### src/rtl/csr_uart_pkg.sv
// Shared definitions for the CSR-mapped UART receive peripheral family.
// Holds the receiver state type, the empty-buffer read value and the default CSR address.
package csr_uart_pkg;

  typedef enum logic [1:0] {
    StIdle,
    StStart,
    StData,
    StStop
  } uart_rx_state_e;

  localparam logic [31:0] EmptyRdata     = 32'hFFFF_FFFF;
  localparam logic [11:0] DefaultCsrAddr = 12'hBC0;

endpackage

### src/rtl/sync2.sv
// Two-flop synchronizer for a single asynchronous input; both flops reset to ResetVal.
module sync2 #(
  parameter bit ResetVal = 1'b1
) (
  input  logic clk_i,
  input  logic rst_i,
  input  logic d_i,
  output logic q_o
);

  logic ff1_q;
  logic ff2_q;

  always_ff @(posedge clk_i or posedge rst_i) begin
    if (rst_i) begin
      ff1_q <= ResetVal;
      ff2_q <= ResetVal;
    end else begin
      ff1_q <= d_i;
      ff2_q <= ff1_q;
    end
  end

  assign q_o = ff2_q;

endmodule

### src/rtl/csr_uart_rx.sv
// 8N1 serial receiver with a one-byte buffer exposed as a read-only CSR.
// Reading a full buffer empties it and clears the overrun/framing flags.
module csr_uart_rx
  import csr_uart_pkg::*;
#(
  parameter logic [11:0] BASE_ADDR    = DefaultCsrAddr,
  parameter int unsigned CLKS_PER_BIT = 8
) (
  input  logic        clk,
  input  logic        rst,
  input  logic        read,
  input  logic [2:0]  modify,
  input  logic [31:0] wdata,
  input  logic [11:0] addr,
  output logic [31:0] rdata,
  output logic        valid,
  input  logic        rx
);

  localparam logic [15:0] HalfLoad = 16'(CLKS_PER_BIT / 2 - 1);
  localparam logic [15:0] FullLoad = 16'(CLKS_PER_BIT - 1);

  // This block is read-only; writes are accepted and dropped.
  logic unused_inputs;
  assign unused_inputs = ^{modify, wdata};

  logic rx_sync;

  sync2 #(
    .ResetVal(1'b1)
  ) u_rx_sync (
    .clk_i(clk),
    .rst_i(rst),
    .d_i  (rx),
    .q_o  (rx_sync)
  );

  uart_rx_state_e state_q, state_d;
  logic [15:0] timer_q, timer_d;
  logic [2:0]  bit_idx_q, bit_idx_d;
  logic [7:0]  shift_q, shift_d;
  logic        frame_store;
  logic        frame_ferr;
  logic        timer_exp;

  assign timer_exp = (timer_q == 16'd0);

  always_comb begin
    state_d     = state_q;
    timer_d     = timer_q;
    bit_idx_d   = bit_idx_q;
    shift_d     = shift_q;
    frame_store = 1'b0;
    frame_ferr  = 1'b0;
    unique case (state_q)
      StIdle: begin
        if (!rx_sync) begin
          state_d = StStart;
          timer_d = HalfLoad;
        end
      end
      StStart: begin
        if (timer_exp) begin
          if (!rx_sync) begin
            state_d   = StData;
            bit_idx_d = 3'd0;
            timer_d   = FullLoad;
          end else begin
            state_d = StIdle;
          end
        end else begin
          timer_d = timer_q - 16'd1;
        end
      end
      StData: begin
        if (timer_exp) begin
          shift_d[bit_idx_q] = rx_sync;
          timer_d            = FullLoad;
          if (bit_idx_q == 3'd7) begin
            state_d = StStop;
          end else begin
            bit_idx_d = bit_idx_q + 3'd1;
          end
        end else begin
          timer_d = timer_q - 16'd1;
        end
      end
      StStop: begin
        if (timer_exp) begin
          state_d = StIdle;
          if (rx_sync) begin
            frame_store = 1'b1;
          end else begin
            frame_ferr = 1'b1;
          end
        end else begin
          timer_d = timer_q - 16'd1;
        end
      end
      default: state_d = StIdle;
    endcase
  end

  always_ff @(posedge clk or posedge rst) begin
    if (rst) begin
      state_q   <= StIdle;
      timer_q   <= 16'd0;
      bit_idx_q <= 3'd0;
      shift_q   <= 8'd0;
    end else begin
      state_q   <= state_d;
      timer_q   <= timer_d;
      bit_idx_q <= bit_idx_d;
      shift_q   <= shift_d;
    end
  end

  logic [11:0] addr_q;
  logic        full_q, full_d;
  logic        ovr_q, ovr_d;
  logic        ferr_q, ferr_d;
  logic [7:0]  data_q, data_d;
  logic [31:0] rdata_q, rdata_d;
  logic        valid_q, valid_d;
  logic        rd_hit;
  logic        rd_take;

  assign rd_hit  = read && (addr_q == BASE_ADDR);
  assign rd_take = rd_hit && full_q;

  always_comb begin
    // A read of a full buffer is applied first, so a byte landing on the same edge
    // refills an empty buffer and only its own frame events can set the flags.
    full_d  = full_q & ~rd_take;
    ovr_d   = ovr_q & ~rd_take;
    ferr_d  = ferr_q & ~rd_take;
    data_d  = data_q;
    if (frame_store) begin
      if (full_d) begin
        ovr_d = 1'b1;
      end
      data_d = shift_q;
      full_d = 1'b1;
    end
    if (frame_ferr) begin
      ferr_d = 1'b1;
    end
    valid_d = rd_hit;
    rdata_d = 32'd0;
    if (rd_hit) begin
      rdata_d = full_q ? {22'd0, ferr_q, ovr_q, data_q} : EmptyRdata;
    end
  end

  always_ff @(posedge clk or posedge rst) begin
    if (rst) begin
      addr_q  <= 12'd0;
      full_q  <= 1'b0;
      ovr_q   <= 1'b0;
      ferr_q  <= 1'b0;
      data_q  <= 8'd0;
      rdata_q <= 32'd0;
      valid_q <= 1'b0;
    end else begin
      addr_q  <= addr;
      full_q  <= full_d;
      ovr_q   <= ovr_d;
      ferr_q  <= ferr_d;
      data_q  <= data_d;
      rdata_q <= rdata_d;
      valid_q <= valid_d;
    end
  end

  assign rdata = rdata_q;
  assign valid = valid_q;

endmodule

### config.mk
export PLATFORM = sky130hd
export DESIGN_NAME = csr_uart_rx
export DESIGN_NICKNAME = d
export VERILOG_FILES = /design/src/rtl/csr_uart_pkg.sv /design/src/rtl/sync2.sv /design/src/rtl/csr_uart_rx.sv
export SDC_FILE = /design/constraint.sdc
export NUM_CORES = 1
export LEC_CHECK = 0
export CORE_MARGIN = 8
export CORE_UTILIZATION = 48
export CTS_CLUSTER_SIZE = 14
export DETAILED_ROUTE_END_ITERATION = 12
export GPL_ROUTABILITY_DRIVEN = 0
export GPL_TIMING_DRIVEN = 1
export PLACE_DENSITY = 0.91
export SETUP_SLACK_MARGIN = 0.1
export SLEW_MARGIN = 25
export SYNTH_ARGS = -nofsm -noshare
export SYNTH_HDL_FRONTEND = slang
export SYNTH_HIERARCHICAL = 1
export SYNTH_SLANG_ARGS = --single-unit
### constraint.sdc
create_clock -name clk -period 2.2 [get_ports clk]
set_input_delay 0.33 -clock clk [delete_from_list [all_inputs] [get_ports clk]]
set_output_delay 0.33 -clock clk [all_outputs]
set_load 0.02 [all_outputs]
Yosys cells after proc, flatten, opt, wreduce, memory -nomap -nowiden
Index checks and enable logic that the tools add are counted.

Bits in registers: 87. Bits of input ports: 51. Output and inout bits: 33. Logic and storage cells: 78.

Add/subtract/negate cells: 2. Order comparisons: 2. Equality and inequality tests: 14. Mux-type cells: 33. Bitwise operators: 4. Reductions and logical operators: 10.

Operators with widths (number): 16-bit two-way mux (5); 32-bit two-way mux (2); 16-bit one-hot mux with 4 select lines (1); 16-bit logical NOT (1); 2-bit inequality test, second input constant (8); 16-bit by 1-bit subtractor with 16-bit output, second input constant (1); 12-bit == test, second input constant (1); 2-bit two-way mux (6); 3-bit two-way mux (4); 1-bit two-way mux (11); 5-bit AND reduction (2); 8-bit bitwise mux (1); 2-bit one-hot mux with 4 select lines (1); 3-bit one-hot mux with 2 select lines (1); 2-bit == test, second input constant (2); 3-bit by 4-bit < comparator with 1-bit output, second input constant (1); 3-bit by 1-bit adder with 3-bit output, second input constant (1); 1-bit bitwise AND (3); 1-bit demux with 3-bit select (1); 3-bit == test, second input constant (1); 3-bit by 1-bit greater-or-equal comparator with 1-bit output, second input constant (1); 1-bit logical AND (3); 3-bit inequality test, second input constant (1); 3-bit AND reduction (1); 5 further kinds (5).

Logic depth before layout (Yosys ltp)
Gate-level depths: netlist of the first run.

Depth after elaboration: 7. Gate-level depth with buffers: 8. Gate-level depth less buffers: 7.

Cells and area by module
Netlist of the first run, hierarchy kept.

By module, submodules not included: csr_uart_rx (times used 1, cells each 298, area each 3094.2 um^2, sequential area each 1601.5 um^2); sync2 (times used 1, cells each 3, area each 56.3 um^2, sequential area each 52.6 um^2).

Worst setup path before layout of the first run
Ideal clock, no wire load.

Kind: reg2reg. Start point: register timer_q[0]. End point: register timer_q[10]. Library setup time: 76 ps. Arrival: 1839 ps. Data required time: 2124 ps. Slack: 284 ps. Cell stages (with the launch flop): 8. Path buffers: 1. Clock period less this slack: 1916 ps. Path through: dfrtp_1 inv_1 ha_1 or3b_1 buf_2 nor4_4 or4b_1 o21ai_1.

Cells in the longest elaborated chain, start to end: 3. Elaborated cells between the ends (all ways): 9. Classes of those cells: 1 x add/sub; 2 x eq/ne; 4 x mux; 2 x reduce/logical.

Ends and longest elaborated chain: start: declaration (RTL line csr_uart_rx.sv:39) `logic [15:0] timer_q, timer_d;`; start signal: assignment (RTL line csr_uart_rx.sv:112) `timer_q <= timer_d;`; 16-bit by 1-bit subtractor with 16-bit output / 16-bit logical NOT (equally long branches); 16-bit two-way mux (tied with other cells) (RTL line csr_uart_rx.sv:89) `if (timer_exp) begin`; 16-bit one-hot mux with 4 select lines / 3-bit AND reduction (equally long branches).

Parallel ways exist; a longest one is shown, timed or not. The select of a mux whose other input is x is not followed. A chain may end at the register's enable or synchronous reset.

Worst setup path after layout of the first run
Start point: register timer_q[1]. End point: register shift_q[4].

Cells in the longest elaborated chain, start to end: 2.

Ends and longest elaborated chain: 16-bit logical NOT (RTL line csr_uart_rx.sv:46) `assign timer_exp = (timer_q == 16'd0);`; 2-bit AND reduction (no line); end signal: assignment (RTL line csr_uart_rx.sv:114) `shift_q <= shift_d;`; end: declaration (RTL line csr_uart_rx.sv:41) `logic [7:0] shift_q, shift_d;`.

Every way passes these cells.

==> results of run 1 <==
## metrics by stage
step	total power, mW	setup WS [ns]	cell area (sq um)
after floorplan	2.829	0.2719	3151
after global placement	3.287	0.2492	3635
after detailed placement	3.394	0.1974	3635
after CTS	4.626	0.1698	3879
after global routing	4.952	0.07038	3896
final	4.666	0.1865	3896
## cell usage after synthesis (all sizes together) (3+ instances only)
master and instances:
o21ai 14, nor3 4, nand2 53, nand2b 3, or3 3, nor4 7
nand4 4, buf 25, inv 11, o31ai 3, nor2 15, nand3 10
dfrtp 64, and3 6, ha 9, a21oi 9, mux2 7, o311a 3
o21a 10, clkbuf 6
## state kept, by name (all words and copies together), names as in the netlist, named ones only
name,flops
state_q,1
addr_q,12
u_rx_sync/ff1_q,1
ferr_q,1
full_q,1
timer_q,16
data_q,8
u_rx_sync/q_o,1
ovr_q,1
rdata,11
valid,1
bit_idx_q,3
shift_q,8
## layout make-up
| cell class | count | area share (%) |
|---|---|---|
| Multi-Input combinational cell | 193 | 32.59 |
| Clock buffer | 10 | 3.276 |
| Inverter | 11 | 1.060 |
| Tap cell | 77 | 2.473 |
| Clock inverter | 6 | 2.954 |
| Timing Repair Buffer | 61 | 15.16 |
| Sequential cell | 66 | 42.49 |
## critical path: cells and delay by family (launching register included)
family | cells | cell delay (ns)
and+or+nand+nor | 4 | 0.74
DFF | 1 | 0.42
muxes | 1 | 0.29
buffers and inverters | 2 | 0.28
adders and majority gates | 1 | 0.17
## metal layers
| metal | GRT usage [%] | part of all wire, % |
|---|---|---|
| met1 | 17.02 | 45 |
| met2 | 22.55 | 47 |
| met3 | 4.836 | 6.8 |
| met4 | 5.207 | 1.1 |
| met5 | 0 | 0 |
## kinds of logic after synthesis
group,count (synthesis)
mux,7
flops,66
buf+inv,42
simple gates,118
fa+ha+maj,9
compound gates,59
## how the worst max path moves through the flow
stage	slack [ns]	startpoint	to	depth (start not counted)
finish	0.19	timer_q[1]$_DFFE_PP0P_	shift_q[4]$_DFFE_PP0P_	8
floorplan	0.27	rst	asynchronous set/reset pin	1
global route	0.07	timer_q[1]$_DFFE_PP0P_	shift_q[4]$_DFFE_PP0P_	8
global placement	0.25	timer_q[1]$_DFFE_PP0P_	shift_q[6]$_DFFE_PP0P_	8
CTS	0.17	timer_q[1]$_DFFE_PP0P_	data_q[7]$_DFFE_PP0P_	8
detailed placement	0.20	timer_q[1]$_DFFE_PP0P_	shift_q[4]$_DFFE_PP0P_	8
## power by group
group | total, mW | internal, mW | switching [mW]
Sequential | 1.66 | 1.40 | 0.262
Combinational | 1.78 | 0.781 | 1.00
Clock | 1.22 | 0.757 | 0.468
==> results.yml, run 1 <==
timing:
  fmax_mhz: 496.6
  finalSetupTns_ns: 0
  finalHoldViolations: 0
  slew_headroom_pct: 69.94
  setup_viol: 0
  period_minus_slack_ns: 2.013
  finalMaxSlewViolations: 0
  tightest_slew_ns: 0.4497
  rsz0062_at_grt: "false"
  fin_skew_ns: 0.005746
  holdWs_ns: 0.2932
  fin_crit_sh_pct: 91.52
cells_and_area:
  final_cell_mix: "63 x dfrtp_1, 50 x nand2_1, 48 x clkdlybuf4s50_1"
  num_antenna_cells: 0
  fillerInstances: 478
  areaGrowthSynthToFinish_pct: 23.67
  register_area_sq_um: 1655
  drive_gt1_share_pct: 15.56
  finish.utilization_pct: 61.36
  final_common_cell: "dfrtp_1"
  stdcell_count: 424
  layout.nets: 402
  multi_input_area_sq_um: 1270
place:
  dpl.cell_count: 408
  dpl.hpwl_um: 4776
  io_buffers: 48
cts:
  cts_tree: "yes"
  cts_hold_buf: 0
  worstSkewPairLatency_ns: 0.34
  cts_resized: 1
  clkSlewWorstSetupHoldPaths_ns: 0.07
  clockBufferDepth: 2
  post-cts-setup-buffers: 0
  h-tree-depth: 3
  clock-root-buffer: "clkbuf_8"
  cts_sinks: 66
  cts_buffers: 9
floorplanning:
  dieArea_sq_um: 9412
  die_y_um: 97.02
  io_pins: 84
  die_w_um: 97.02
  placement_rows: 29
  start_util_pct: 49.62
  coreArea_sq_um: 6350
global_routing:
  grt-ovfl-total: 0
  grt_pass1_wl_um: 11070
  antenna_found_initial: 0
  grt_max_degree: 41
  track_usage_pct: 14.06
  grt_pass1_vias: 2314
power:
  pwr_density_cell_nw_per_um2: 1198
  vdd_ir_drop_max_v: 0.0005901
  p_leak_nw: 1.803
detailed_routing:
  drt-pass1-iter-count: 4
  dr_total_vias: 2355
  avgRoutedWirePerCell_um: 15.12
  ant_nets: 0
  drt-initial-drc-count: 142
  drt-total-wl_um: 6409
  vias_per_cell: 5.554
  drc_errors: 0
critical_path:
  crit_chain: "inv_1, ha_1, nor4b_4, and4_1, buf_4, and2_4, nand2_2, mux2_4"
  rr_worst_depth: 8
  critical_path.max_stage_delay_ns: 0.42
  ff2ff_setup_slack_ns: 0.19
  r2r-end: "shift_q[4]$_DFFE_PP0P_"
  endpoint_kind: "flop"
  worstPathMaxFanout: 11
  critPathKind: "reg -> reg"
  r2r-start: "timer_q[1]$_DFFE_PP0P_"
  critPathRequiredTime_ns: 2.43
  start_kind: "flop"
  cp.arrival_ns: 2.24
  crit_slowest_cell: "dfrtp_1"
synthesis:
  synth-compound-area-share_pct: 13.03
  synthArstFlopShare_pct: 100.0
  synth_top_family_by_area: "simple AND/OR/NAND/NOR gates"
  synth_edf_count: 0
  syn-num-nets: 361
  yosysWarnings: 6
  synthAdderAreaFrac_pct: 3.574
  ys_types: 56
  synthTopCellsByArea: "dfrtp_1 51%, nand2_1 6.0%, buf_4 5.2%"
  yosysTopAreaCell: "dfrtp_1"
  avgSynthCellArea_sq_um: 10.47
  synth_flop_cell: "dfrtp_1"
  syn_inst: 301
  syn_area_sq_um: 3151
  synth_top_area_share_pct: 50.83
  synthSimpleGateAreaFrac_pct: 20.29
  synth_xor_area_share_pct: 0
  seq_area_frac_synth_pct: 52.50
  ys_seq_elements: 66
  muxShareOfSynthArea_pct: 2.859
run_status:
  status: "finished, final reports clean"
worst_hold_path:
  hold_class: "in -> async"
job:
  maxCapViolations: 0
No activity file was read; power rests on OpenSTA's default activity.
==> inputs of run 2 (changes only) <==
- CORE_ASPECT_RATIO: not set -> 2
- RECOVER_POWER: not set -> 25
==> run 2 against run 1 <==
  * Count of clock-buffer cells in the layout fell by 1
  * Register-to-register slack is essentially flat
  * Setup slack worse by 0.013 ns
  * Clock power up 26%
  * Maximum frequency down 0.64%
  * Via count rose by 4.0%
  * Non-clock buffer count shrank 2
  * Largest cell class unchanged
==> results.yml, run 2 (synthesis results as in run 1) <==
global_routing:
  track_usage_pct: 15.78
  grt_util_met3_pct: 4.358
  grt_pass1_wl_um: 11540
  grt_max_degree: 65
  grt_pass1_vias: 2352
  antenna_found_initial: 0
  grt-ovfl-total: 0
  met1_usage_pct: 17.31
  top_usage_layer: "met2"
  grt_util_met2_pct: 27.93
critical_path:
  cp-startpoint: "timer_q[0]$_DFFE_PP0P_"
  r2r-end: "timer_q[10]$_DFFE_PP0P_"
  endpoint_kind: "flop"
  rr_worst_depth: 6
  critPathRequiredTime_ns: 2.46
  ff2ff_setup_slack_ns: 0.17
  r2r-start: "timer_q[0]$_DFFE_PP0P_"
  worstPathMaxFanout: 4
  critPathKind: "reg -> reg"
  cp.arrival_ns: 2.28
  crit_end: "timer_q[10]$_DFFE_PP0P_"
  start_kind: "flop"
timing:
  rsz0062_at_grt: "false"
  tightest_slew_ns: 0.4316
  slew_headroom_pct: 70.99
  fin_crit_sh_pct: 92.11
  fin_skew_ns: 0.006168
  period_minus_slack_ns: 2.026
  finalHoldViolations: 0
  setup_viol: 0
  finalMaxSlewViolations: 0
  fmax_mhz: 493.5
  finalSetupTns_ns: 0
detailed_routing:
  ant_nets: 0
  drt-total-wl_um: 7359
  drt-initial-drc-count: 211
  dr_total_vias: 2449
  avgRoutedWirePerCell_um: 17.00
  drc_errors: 0
  vias_per_cell: 5.656
  drt-pass1-iter-count: 7
cts:
  h-tree-depth: 3
  clock-root-buffer: "clkbuf_16"
  clkSlewWorstSetupHoldPaths_ns: 0.06
  clockBufferDepth: 2
  cts_tree: "yes"
  cts_hold_buf: 0
  cts_sinks: 66
  cts_buffers: 9
  worstSkewPairLatency_ns: 0.33
place:
  io_buffers: 48
  dpl.hpwl_um: 4786
cells_and_area:
  areaGrowthSynthToFinish_pct: 26.77
  layout.nets: 400
  final_common_cell: "dfrtp_1"
  largest_reg_flops: 16
  num_antenna_cells: 0
  fillerInstances: 465
  drive_gt1_share_pct: 16.23
  final_cell_mix: "62 x dfrtp_1, 50 x nand2_1, 34 x clkdlybuf4s50_1"
  finish.utilization_pct: 61.79
  regMostFlops: "timer_q"
floorplanning:
  start_util_pct: 48.74
  dieArea_sq_um: 9569
  io_pins: 84
  placement_rows: 42
  die_y_um: 130.6
  coreArea_sq_um: 6464
  die_w_um: 73.29
power:
  p_leak_nw: 1.839
  pwr_density_cell_nw_per_um2: 1262
  vdd_ir_drop_max_v: 0.001379
run_status:
  status: "finished, final reports clean"
worst_hold_path:
  hold_path_depth: 0
  hold_class: "reg -> reg"
job:
  maxCapViolations: 0
[run 2: cell count changes in the layout (fill, tap and decap cells not counted), moves of 2 or more]
cell and change:
clkdlybuf4s50_1 -14, clkbuf_8 -9, clkbuf_16 +9, dlygate4sd3_1 +14, buf_4 -2
[run 2: critical path, stage by stage (launching register included)]
cell and delay (ns):
dfrtp_1 0.42, inv_2 0.10, ha_4 0.15, or3b_4 0.40, nor4_4 0.28, or4b_1 0.47
o21ai_1 0.13
[run 2: worst min-delay path by stage]
stage / endpoint / startpoint / slack (ns)
6_report: u_rx_sync/q_o$_DFF_PP1_ / u_rx_sync/ff1_q$_DFF_PP1_ / 0.36
5_1_grt: u_rx_sync/q_o$_DFF_PP1_ / u_rx_sync/ff1_q$_DFF_PP1_ / 0.36
4_1_cts: u_rx_sync/q_o$_DFF_PP1_ / u_rx_sync/ff1_q$_DFF_PP1_ / 0.36
3_5_place_dp: u_rx_sync/q_o$_DFF_PP1_ / u_rx_sync/ff1_q$_DFF_PP1_ / 0.35
3_3_place_gp: u_rx_sync/q_o$_DFF_PP1_ / u_rx_sync/ff1_q$_DFF_PP1_ / 0.35
2_1_floorplan: u_rx_sync/ff1_q$_DFF_PP1_ / rst / 0.24
[run 2: report_power, final]
part           internal (mW)  leakage (nW)  switching (mW)  total [mW]
Sequential              1.40         0.856           0.281        1.68
Clock                   1.00         0.161           0.542        1.54
Combinational          0.773         0.822            1.04        1.81
[run 2: what timing repair did]
item,CTS,global route
setup endpoints to repair,12,20
pin swaps,0,1
buffers inserted,0,2
resized for setup,1,9
[run 2: layer usage]
metal  vias to the layer above  wire [um]
met1                      1187       2737
li1                       1125          -
met4                         0        121
met5                         -          0
met3                        15        666
met2                       122       3834
[run 2: area by class of cell]
cell class	instances	area [sq um]	area share [%]
inverters	11	41.29	1.034
well taps	88	110.1	2.757
clock buffers	9	225.2	5.639
repair buffers	59	575.6	14.41
clock inverters	7	102.6	2.569
multi-input cells	193	1282	32.11
flip-flops and latches	66	1657	41.48
[run 2: metrics by stage]
stage          cell area, sq um  hold slack (ns)  worst slack (ns)  instances  total power, mW
6_report                   3994           0.3617            0.1735        433            5.039
5_1_grt                    3994           0.3650           0.09590        433            5.288
4_1_cts                    3948           0.3588            0.1220        431            4.901
3_5_place_dp               3618           0.3498            0.1393        415            3.335
3_3_place_gp               3618           0.3484            0.2347        415            3.216
2_1_floorplan              3151           0.2415            0.2719        301            2.829
==> inputs of run 3 (changes only) <==
- CORE_UTILIZATION: 48 -> 55
- DONT_BUFFER_PORTS: not set -> 1
- PLACE_DENSITY: 0.91 -> 0.82
==> run 3 against run 2 <==
  * Sequential power hardly changed
  * Die area is 11% lower
  * Clock power is 3% lower
  * Core utilization is 0.69 points higher
  * Worst hold slack worse by 0.32 ns
  * Clock skew is 0.0029 ns lower
  * Setup slack worse by 0.0036 ns
  * Cell count is 16% lower
  * Routed wire length is 15% lower
  * Maximum frequency is 0.18% lower
  * Critical endpoint is now timer_q[12]$_DFFE_PP0P_
  * Highest routed layer unchanged
==> results.yml, run 3 (synthesis results as in run 1) <==
floorplanning:
  start_util_pct: 56.14
  io_pins: 84
  placement_rows: 39
  die_y_um: 123.0
  die_w_um: 69.52
  coreArea_sq_um: 5612
  dieArea_sq_um: 8553
detailed_routing:
  drt-total-wl_um: 6252
  avgRoutedWirePerCell_um: 17.13
  drt-initial-drc-count: 148
  drt-pass1-iter-count: 4
  drc_errors: 0
  dr_total_vias: 2199
  vias_per_cell: 6.025
  ant_nets: 0
cts:
  cts_sinks: 66
  cts_tree: "yes"
  h-tree-depth: 3
  clockBufferDepth: 2
  cts_buffers: 9
  clock-root-buffer: "clkbuf_16"
  clkSlewWorstSetupHoldPaths_ns: 0.05
  worstSkewPairLatency_ns: 0.32
critical_path:
  crit_slowest_cell: "dfrtp_1"
  ff2ff_setup_slack_ns: 0.17
  r2r-end: "timer_q[12]$_DFFE_PP0P_"
  worstPathMaxFanout: 4
  cp.arrival_ns: 2.22
  crit_end: "timer_q[12]$_DFFE_PP0P_"
  critPathRequiredTime_ns: 2.39
  critPathKind: "reg -> reg"
  critical_path.max_stage_delay_ns: 0.41
  start_kind: "flop"
  r2r-start: "timer_q[1]$_DFFE_PP0P_"
  cp-startpoint: "timer_q[1]$_DFFE_PP0P_"
  endpoint_kind: "flop"
  crit_chain: "inv_1, ha_2, or3b_4, nor4_4, buf_4, nand3b_1, a31oi_1, o31ai_1"
  rr_worst_depth: 8
global_routing:
  antenna_found_initial: 0
  grt-ovfl-total: 0
  grt_pass1_wl_um: 10450
  grt_max_degree: 27
  grt_pass1_vias: 2185
  track_usage_pct: 15.29
worst_hold_path:
  hold_class: "in -> reg"
power:
  pwr_density_cell_nw_per_um2: 1413
  vdd_ir_drop_max_v: 0.001162
  total_power_mw: 4.955
  p_leak_nw: 1.687
cells_and_area:
  drive_gt1_share_pct: 17.43
  layout.nets: 360
  multi_input_area_sq_um: 1257
  postLayoutCellArea_sq_um: 3506
  final_common_cell: "dfrtp_1"
  areaGrowthSynthToFinish_pct: 11.28
  num_antenna_cells: 0
  fillerInstances: 419
  register_area_sq_um: 1658
  largest_reg_flops: 16
  finish.utilization_pct: 62.47
  regMostFlops: "timer_q"
  final_cell_mix: "63 x dfrtp_1, 50 x nand2_1, 15 x nor2_1"
timing:
  tightest_slew_ns: 0.7303
  slew_headroom_pct: 51.31
  fin_skew_ns: 0.003271
  fmax_mhz: 492.6
  fin_crit_sh_pct: 92.27
  period_minus_slack_ns: 2.030
  finalMaxSlewViolations: 0
  finalSetupTns_ns: 0
  rsz0062_at_grt: "true"
  setup_viol: 0
  finalHoldViolations: 0
place:
  dpl.hpwl_um: 4257
  io_buffers: 0
  dpl_cell_area_sq_um: 3146
job:
  maxCapViolations: 0
run_status:
  status: "finished, final reports clean"
[run 3: changes by cell type in the layout (fill, tap and decap cells not counted), moves of 3 or more]
cell / before / now
clkbuf_1: 0 / 4
clkdlybuf4s50_1: 34 / 0
dlygate4sd3_1: 14 / 2
buf_4: 10 / 14
clkinv_4: 3 / 0
[run 3: how the worst min path moves through the flow]
stage	startpoint	to	slack [ns]	cells past startpoint
after floorplan	rst	u_rx_sync/ff1_q$_DFF_PP1_	0.24	1
after global placement	rst	bit_idx_q[2]$_DFFE_PP0P_	0.19	1
after detailed placement	rst	bit_idx_q[2]$_DFFE_PP0P_	0.20	1
after CTS	addr[0]	addr_q[0]$_DFF_PP0_	0.02	0
after global routing	addr[0]	addr_q[0]$_DFF_PP0_	0.02	0
final	addr[3]	addr_q[3]$_DFF_PP0_	0.04	0
[run 3: stage by stage]
step                setup WS, ns  hold slack [ns]  cells
floorplan                 0.2719           0.2415    301
global placement          0.2215           0.1883    345
detailed placement        0.1954           0.2017    345
CTS                       0.1497          0.02136    362
global route             0.06581          0.01999    365
finish                    0.1700          0.03686    365
[run 3: repair_timing]
action,CTS,global route
endpoints found under the setup margin,0,8
endpoints found under the hold margin,14,0
hold buffers,2,0
gates resized for setup,0,2
buffers inserted,0,3
[run 3: metal layers]
layer / track usage, % / vias to the layer above / wire [um]
met5: 0 / - / 0
met4: 8.000 / 0 / 108
met3: 4.900 / 9 / 312
met2: 24.81 / 71 / 3135
met1: 17.66 / 1080 / 2695
li1: - / 1039 / -
[run 3: layout make-up]
| type | instances | area share [%] |
|---|---|---|
| clock inverters | 2 | 1.713 |
| multi-input cells | 193 | 35.87 |
| flip-flops and latches | 66 | 47.29 |
| repair buffers | 19 | 4.354 |
| clock buffers | 13 | 7.423 |
| inverters | 11 | 1.178 |
| well taps | 61 | 2.177 |
[run 3: power by group]
part | switching, mW | internal (mW)
clock network | 0.457 | 1.05
logic | 1.03 | 0.760
registers | 0.256 | 1.40
[run 3: worst max-delay path: cells and delay by family, from the launching register on]
kind                     cells  cell delay (ns)
AND/OR/NAND/NOR              3             0.70
flip-flops                   1             0.41
AO/OA/AOI/OAI                2             0.34
buffers and inverters        2             0.25
adder cells (fa/ha/maj)      1             0.21
